==> src/rtl/conv_pkg.sv <==
// Shared types and sizing helpers for the conv_nm sliding-window convolver.
package conv_pkg;

  typedef enum logic [1:0] {LOAD, MAC, HOLD} conv_state_t;

  // Output width that holds any sum of m products of xw x fw signed words.
  function automatic int conv_yw(input int xw, input int fw, input int m);
    return xw + fw + $clog2(m);
  endfunction

endpackage

==> src/rtl/conv_nm_mem.sv <==
// Single-port word memory: registered read (one cycle), read-before-write on the same address.
module conv_nm_mem #(
  parameter  int W  = 8,
  parameter  int D  = 8,
  localparam int AW = (D > 1) ? $clog2(D) : 1
) (
  input  logic          clk,
  input  logic          i_we,
  input  logic [AW-1:0] i_addr,
  input  logic [W-1:0]  i_wdata,
  output logic [W-1:0]  o_rdata
);

  logic [W-1:0] r_mem [D];

  always_ff @(posedge clk) begin
    o_rdata <= r_mem[i_addr];
    if (i_we) r_mem[i_addr] <= i_wdata;
  end

endmodule

==> src/rtl/conv_nm.sv <==
// Loads N x samples and M taps, then emits y[k] = sum x[k+j]*f[j] for k = 0..N-M, one per handshake.
// Optional CONV_NM_RELU_EN clamps negative results to zero without changing latency.
module conv_nm
  import conv_pkg::*;
#(
  parameter  int XW = 8,
  parameter  int FW = 8,
  parameter  int N  = 8,
  parameter  int M  = 4,
  localparam int YW = conv_yw(XW, FW, M)
) (
  input  logic          clk,
  input  logic          reset,
  input  logic [XW-1:0] s_data_in_x,
  input  logic          s_valid_x,
  output logic          s_ready_x,
  input  logic [FW-1:0] s_data_in_f,
  input  logic          s_valid_f,
  output logic          s_ready_f,
  output logic [YW-1:0] m_data_out_y,
  output logic          m_valid_y,
  input  logic          m_ready_y
);

  localparam int CW  = $clog2(N + 1);
  localparam int FCW = $clog2(M + 1);
  localparam int AXW = (N > 1) ? $clog2(N) : 1;
  localparam int AFW = (M > 1) ? $clog2(M) : 1;

  conv_state_t r_state, w_state_nxt;

  logic [CW-1:0]         r_cnt_x;
  logic [FCW-1:0]        r_cnt_f;
  logic [FCW-1:0]        r_mc;
  logic [AXW-1:0]        r_k;
  logic signed [YW-1:0]  r_acc;
  logic signed [YW-1:0]  r_y;

  logic                  w_x_fire, w_f_fire, w_y_fire, w_last_k;
  logic [FCW-1:0]        w_mc_rd;
  logic [AXW-1:0]        w_x_addr;
  logic [AFW-1:0]        w_f_addr;
  logic [XW-1:0]         w_x_rd;
  logic [FW-1:0]         w_f_rd;
  logic signed [XW+FW-1:0] w_prod;
  logic signed [YW-1:0]  w_prod_ext;
  logic signed [YW-1:0]  w_sum;
  logic signed [YW-1:0]  w_y_fin;

  // Handshake outputs are gated by reset so nothing transfers in the reset cycle.
  assign s_ready_x    = !reset && (r_state == LOAD) && (r_cnt_x != CW'(N));
  assign s_ready_f    = !reset && (r_state == LOAD) && (r_cnt_f != FCW'(M));
  assign m_valid_y    = !reset && (r_state == HOLD);
  assign m_data_out_y = r_y;

  assign w_x_fire = s_valid_x && s_ready_x;
  assign w_f_fire = s_valid_f && s_ready_f;
  assign w_y_fire = m_valid_y && m_ready_y;
  assign w_last_k = (r_k == AXW'(N - M));

  // MAC step c reads tap c; the final step only drains the last read.
  assign w_mc_rd  = (r_mc < FCW'(M)) ? r_mc : '0;
  assign w_x_addr = (r_state == LOAD) ? AXW'(r_cnt_x) : r_k + AXW'(w_mc_rd);
  assign w_f_addr = (r_state == LOAD) ? AFW'(r_cnt_f) : AFW'(w_mc_rd);

  conv_nm_mem #(.W(XW), .D(N)) u_xmem (
    .clk     (clk),
    .i_we    (w_x_fire),
    .i_addr  (w_x_addr),
    .i_wdata (s_data_in_x),
    .o_rdata (w_x_rd)
  );

  conv_nm_mem #(.W(FW), .D(M)) u_fmem (
    .clk     (clk),
    .i_we    (w_f_fire),
    .i_addr  (w_f_addr),
    .i_wdata (s_data_in_f),
    .o_rdata (w_f_rd)
  );

  assign w_prod     = $signed(w_x_rd) * $signed(w_f_rd);
  assign w_prod_ext = YW'(w_prod);
  assign w_sum      = r_acc + w_prod_ext;

  always_comb begin
    w_y_fin = w_sum;
`ifdef CONV_NM_RELU_EN
    if (w_sum[YW-1]) w_y_fin = '0;
`endif
  end

  always_comb begin
    w_state_nxt = r_state;
    case (r_state)
      LOAD: begin
        if (((r_cnt_x + CW'(w_x_fire)) == CW'(N)) && ((r_cnt_f + FCW'(w_f_fire)) == FCW'(M)))
          w_state_nxt = MAC;
      end
      MAC: begin
        if (r_mc == FCW'(M)) w_state_nxt = HOLD;
      end
      HOLD: begin
        if (w_y_fire) w_state_nxt = w_last_k ? LOAD : MAC;
      end
      default: w_state_nxt = LOAD;
    endcase
  end

  always_ff @(posedge clk) begin
    if (reset) begin
      r_state <= LOAD;
      r_cnt_x <= '0;
      r_cnt_f <= '0;
      r_mc    <= '0;
      r_k     <= '0;
      r_acc   <= '0;
      r_y     <= '0;
    end else begin
      r_state <= w_state_nxt;
      case (r_state)
        LOAD: begin
          if (w_x_fire) r_cnt_x <= r_cnt_x + CW'(1);
          if (w_f_fire) r_cnt_f <= r_cnt_f + FCW'(1);
        end
        MAC: begin
          r_mc <= r_mc + FCW'(1);
          if (r_mc != '0) r_acc <= w_sum;
          if (r_mc == FCW'(M)) r_y <= w_y_fin;
        end
        HOLD: begin
          if (w_y_fire) begin
            r_mc  <= '0;
            r_acc <= '0;
            if (w_last_k) begin
              r_k     <= '0;
              r_cnt_x <= '0;
              r_cnt_f <= '0;
            end else begin
              r_k <= r_k + AXW'(1);
            end
          end
        end
        default: ;
      endcase
    end
  end

endmodule

==> config.mk <==
export PLATFORM = sky130hd
export DESIGN_NAME = conv_nm
export DESIGN_NICKNAME = d
export VERILOG_FILES = /design/src/rtl/conv_pkg.sv /design/src/rtl/conv_nm_mem.sv /design/src/rtl/conv_nm.sv
export SDC_FILE = /design/constraint.sdc
export NUM_CORES = 1
export LEC_CHECK = 0
export CORE_MARGIN = 1.5
export CORE_UTILIZATION = 45
export CTS_BUF_LIST = sky130_fd_sc_hd__clkbuf_16
export DETAILED_ROUTE_END_ITERATION = 7
export HOLD_SLACK_MARGIN = 0.1
export MAX_ROUTING_LAYER = met4
export PLACE_DENSITY = 0.73
export SLEW_MARGIN = 10
export SYNTH_ARGS = -nofsm -noshare
export SYNTH_HDL_FRONTEND = slang
export SYNTH_HIERARCHICAL = 1
export SYNTH_SLANG_ARGS = --single-unit
==> constraint.sdc <==
create_clock -name clk -period 5.54 [get_ports clk]
set_input_delay 1.108 -clock clk [delete_from_list [all_inputs] [get_ports clk]]
set_output_delay 1.108 -clock clk [all_outputs]
set_load 0.05 [all_outputs]
==> metrics, run 1 <==
Remaining DRCs=0; Leakage Power=about 4.3 nW; Post-Synth Simple-Gate Area=11.6%; CTS tree=yes; CTS buffer count=17; Placed Instances=1086; Mapped Cells=786; DRT Wirelength=a little under 20 mm; via count=between 5000 and 6000; post-synthesis adder-cell area fraction=a little under a quarter; PwrDens=around 490 nW/um2; number of synthesized flops with an enable pin=96; # rows=53; Root Buffer Master=clkbuf_16; CTS sink count=between 150 and 200; most frequent cells in the layout=edfxtp_1, inv_1, fa_1; CP Class=register to register; chip height=150 um; Clock Skew=approximately 0.014 ns; share of cells above drive strength 1=9.73%; mux share of post-synthesis cell area=~7%; # port buffers=41; worst r2r src=u_xmem/o_rdata[7]$_DFF_P_; library cells used by synthesis=65; XOR/XNOR Fraction of Synth Area=under 10%; syn_area_per_cell=12.3 um2; die area=22400 um2; deepest clock path buffer count=2; Finish-stage setup viols=0; Crit. End Element=register; initial antenna violation count=0; CP Launch Type=register; Routed Antenna Nets=0; fin crit period=5.00 ns; period utilization=90.2%; flops & latches, synth=between 150 and 200; drt via density=5.26; status=complete, no violations; die width=150 um; Syn Nets=about 940; RePlAce Congestion=approximately 0.86; ys flop type=edfxtp_1; Post-synth ARST share=0%; fin cells=1118; sequential fraction of the synthesis area=between 40 and 50%; Clk pin slew, worst setup/hold paths=0.07 ns; Reg2Reg Depth=17; drt initial violations=289; min-delay worst type=register to register; Ys Warns=6; largest family of logic cells by synthesized area=adder cells; Filler Cells Inserted=1821; Post-Syn Area=approximately 9700 um2; final non-filler cell area=roughly 11000 um2; Placeable Area=21100 um2; max_slew headroom=36.8%; Initial Util=45.9%; I/O pin count=42; GRT Total Usage=19.6%; fmax=0.200 GHz; final hold vios=0; gr ovfl total=0; Pre-antenna DRT Iters=5; WP data required=5.85 ns; RSZ-0062 raised after global routing=false; placed cell area=between 10000 and 15000 um2; worst skew pair latency=0.43 ns; largest net degree at the start of global routing=41; H-tree depth=4; Final Net Count=987; Peak VDD IR=about 310 uV; hold path cells=2; worst slew pin tran=between 0.9 and 1 ns; total of max-cap violations=0; reg2reg setup slack=0.54 ns; placed wire-length estimate=14.5 mm; setup_tns=0 ns; drt wl/cell=17.4 um; postcts setup bufs=0; r2r endpoint=r_acc[15]$_SDFFE_PP0P_; ANT cells=0; hold bufs inserted after CTS=0; Compound-Gate Fraction of Synth Area=6.81%; vias in the first global route=6211; sink of the worst hold path=m_data_out_y[9]$_SDFFE_PP0P_; WP data arrival=5.31 ns; Slew Viols, Final=0; first-pass GRT wire length=32.2 mm; hold_sp=m_data_out_y[9]$_SDFFE_PP0P_; CP max FO=8; # resized after CTS=0; commonest non-fill, non-tap cell in the layout=edfxtp_1; synth-to-layout area growth=13.3%
[worst max path at each step]
stage                                    from                             to  slack [ns]
global route        u_fmem/o_rdata[2]$_DFF_P_  m_data_out_y[17]$_SDFFE_PP0P_        0.16
CTS                 u_fmem/o_rdata[1]$_DFF_P_         r_acc[15]$_SDFFE_PP0P_        0.51
floorplan           u_fmem/o_rdata[0]$_DFF_P_         r_acc[16]$_SDFFE_PP0P_        0.59
detailed placement  u_fmem/o_rdata[1]$_DFF_P_         r_acc[15]$_SDFFE_PP0P_        0.54
finish              u_xmem/o_rdata[7]$_DFF_P_         r_acc[15]$_SDFFE_PP0P_        0.54
global placement    u_fmem/o_rdata[1]$_DFF_P_         r_acc[15]$_SDFFE_PP0P_        0.63
[logic make-up (layout without fill, tap and decap cells)]
logic type / count (synthesis) / in the layout
buf+inv: 116 / 173
mux: 37 / 37
simple gates: 218 / 218
xor+xnor: 23 / 23
flops: 163 / 163
fa+ha+maj: 136 / 136
compound gates: 93 / 93
[Yosys cell counts, drive strengths merged (11+ instances only)]
cell,instances,area share (%)
nand3b,11,0.85
buf,17,1.1
ha,55,7.1
fa,81,17
inv,91,3.5
nand2,58,2.2
mux4,20,4.9
edfxtp,96,30
a21oi,28,1.4
mux2,14,1.9
nor2,47,1.8
and2,41,2.6
nor2b,11,0.71
a22oi,11,0.85
xnor2,17,1.5
dfxtp,67,14
o21ai,12,0.62
[worst max-delay path, cell delays in order (launching register included)]
cell	delay (ns)
dfxtp_1	0.36
and2_1	0.20
fa_1	0.54
inv_1	0.16
fa_1	0.58
inv_1	0.06
fa_1	0.53
inv_1	0.06
fa_1	0.53
inv_1	0.04
ha_1	0.29
ha_1	0.39
o211ai_1	0.12
and3_1	0.21
a211oi_2	0.07
or3_2	0.48
a32oi_1	0.21
nor2_1	0.05
[cell type report]
type / count / area [um2] / area share, %
Clock inverter: 15 / 185 / 1.69
Inverter: 91 / 342 / 3.11
Sequential cell: 163 / 4220 / 38.5
Tap cell: 275 / 344 / 3.14
Timing Repair Buffer: 50 / 473 / 4.31
Multi-Input combinational cell: 507 / 4980 / 45.4
Clock buffer: 17 / 425 / 3.88
[per-stage QoR]
step	power, mW	worst slack, ns	utilization (%)	hold WS [ns]
2_1_floorplan	3.59	0.588	-	0.454
3_3_place_gp	4.13	0.629	49.1	0.444
3_5_place_dp	4.17	0.542	49.1	0.450
4_1_cts	5.43	0.507	52.0	0.460
5_1_grt	5.88	0.159	52.0	0.475
6_report	5.39	0.543	52.0	0.455
[sequential cells by signal, indices dropped and copies added (netlist names)]
name	cells
r_state	2
u_fmem/r_mem	32
r_mc	3
r_cnt_x	4
u_xmem/r_mem	64
r_cnt_f	3
r_acc	18
m_data_out_y	18
r_k	3
u_xmem/o_rdata	8
u_fmem/o_rdata	8
[power by group]
part | switching [mW] | internal (mW)
clock network | 0.548 | 0.648
logic | 1.64 | 1.23
registers | 0.0279 | 1.30
[routing by layer]
metal / routed length [um] / vias up / track usage (%) / share of wire [%]
met5: 0 / - / - / 0
met2: 9970 / 112 / 33.0 / 51
met1: 8360 / 2942 / 23.9 / 43
met3: 790 / 29 / 3.75 / 4.1
li1: - / 2799 / - / -
met4: 325 / 0 / 5.83 / 1.7
Note: power is estimated with default switching activity, not from simulation.
==> run 2: changes to the inputs <==
==> constraint.sdc (replaced) <==
create_clock -name clk -period 5.54 [get_ports clk]
set_input_delay 1.108 -clock clk [delete_from_list [all_inputs] [get_ports clk]]
set_output_delay 1.108 -clock clk [all_outputs]
set_load 0.02 [all_outputs]
==> results of run 2 <==
The final DEF is identical to that of run 1. Status: complete, no violations.
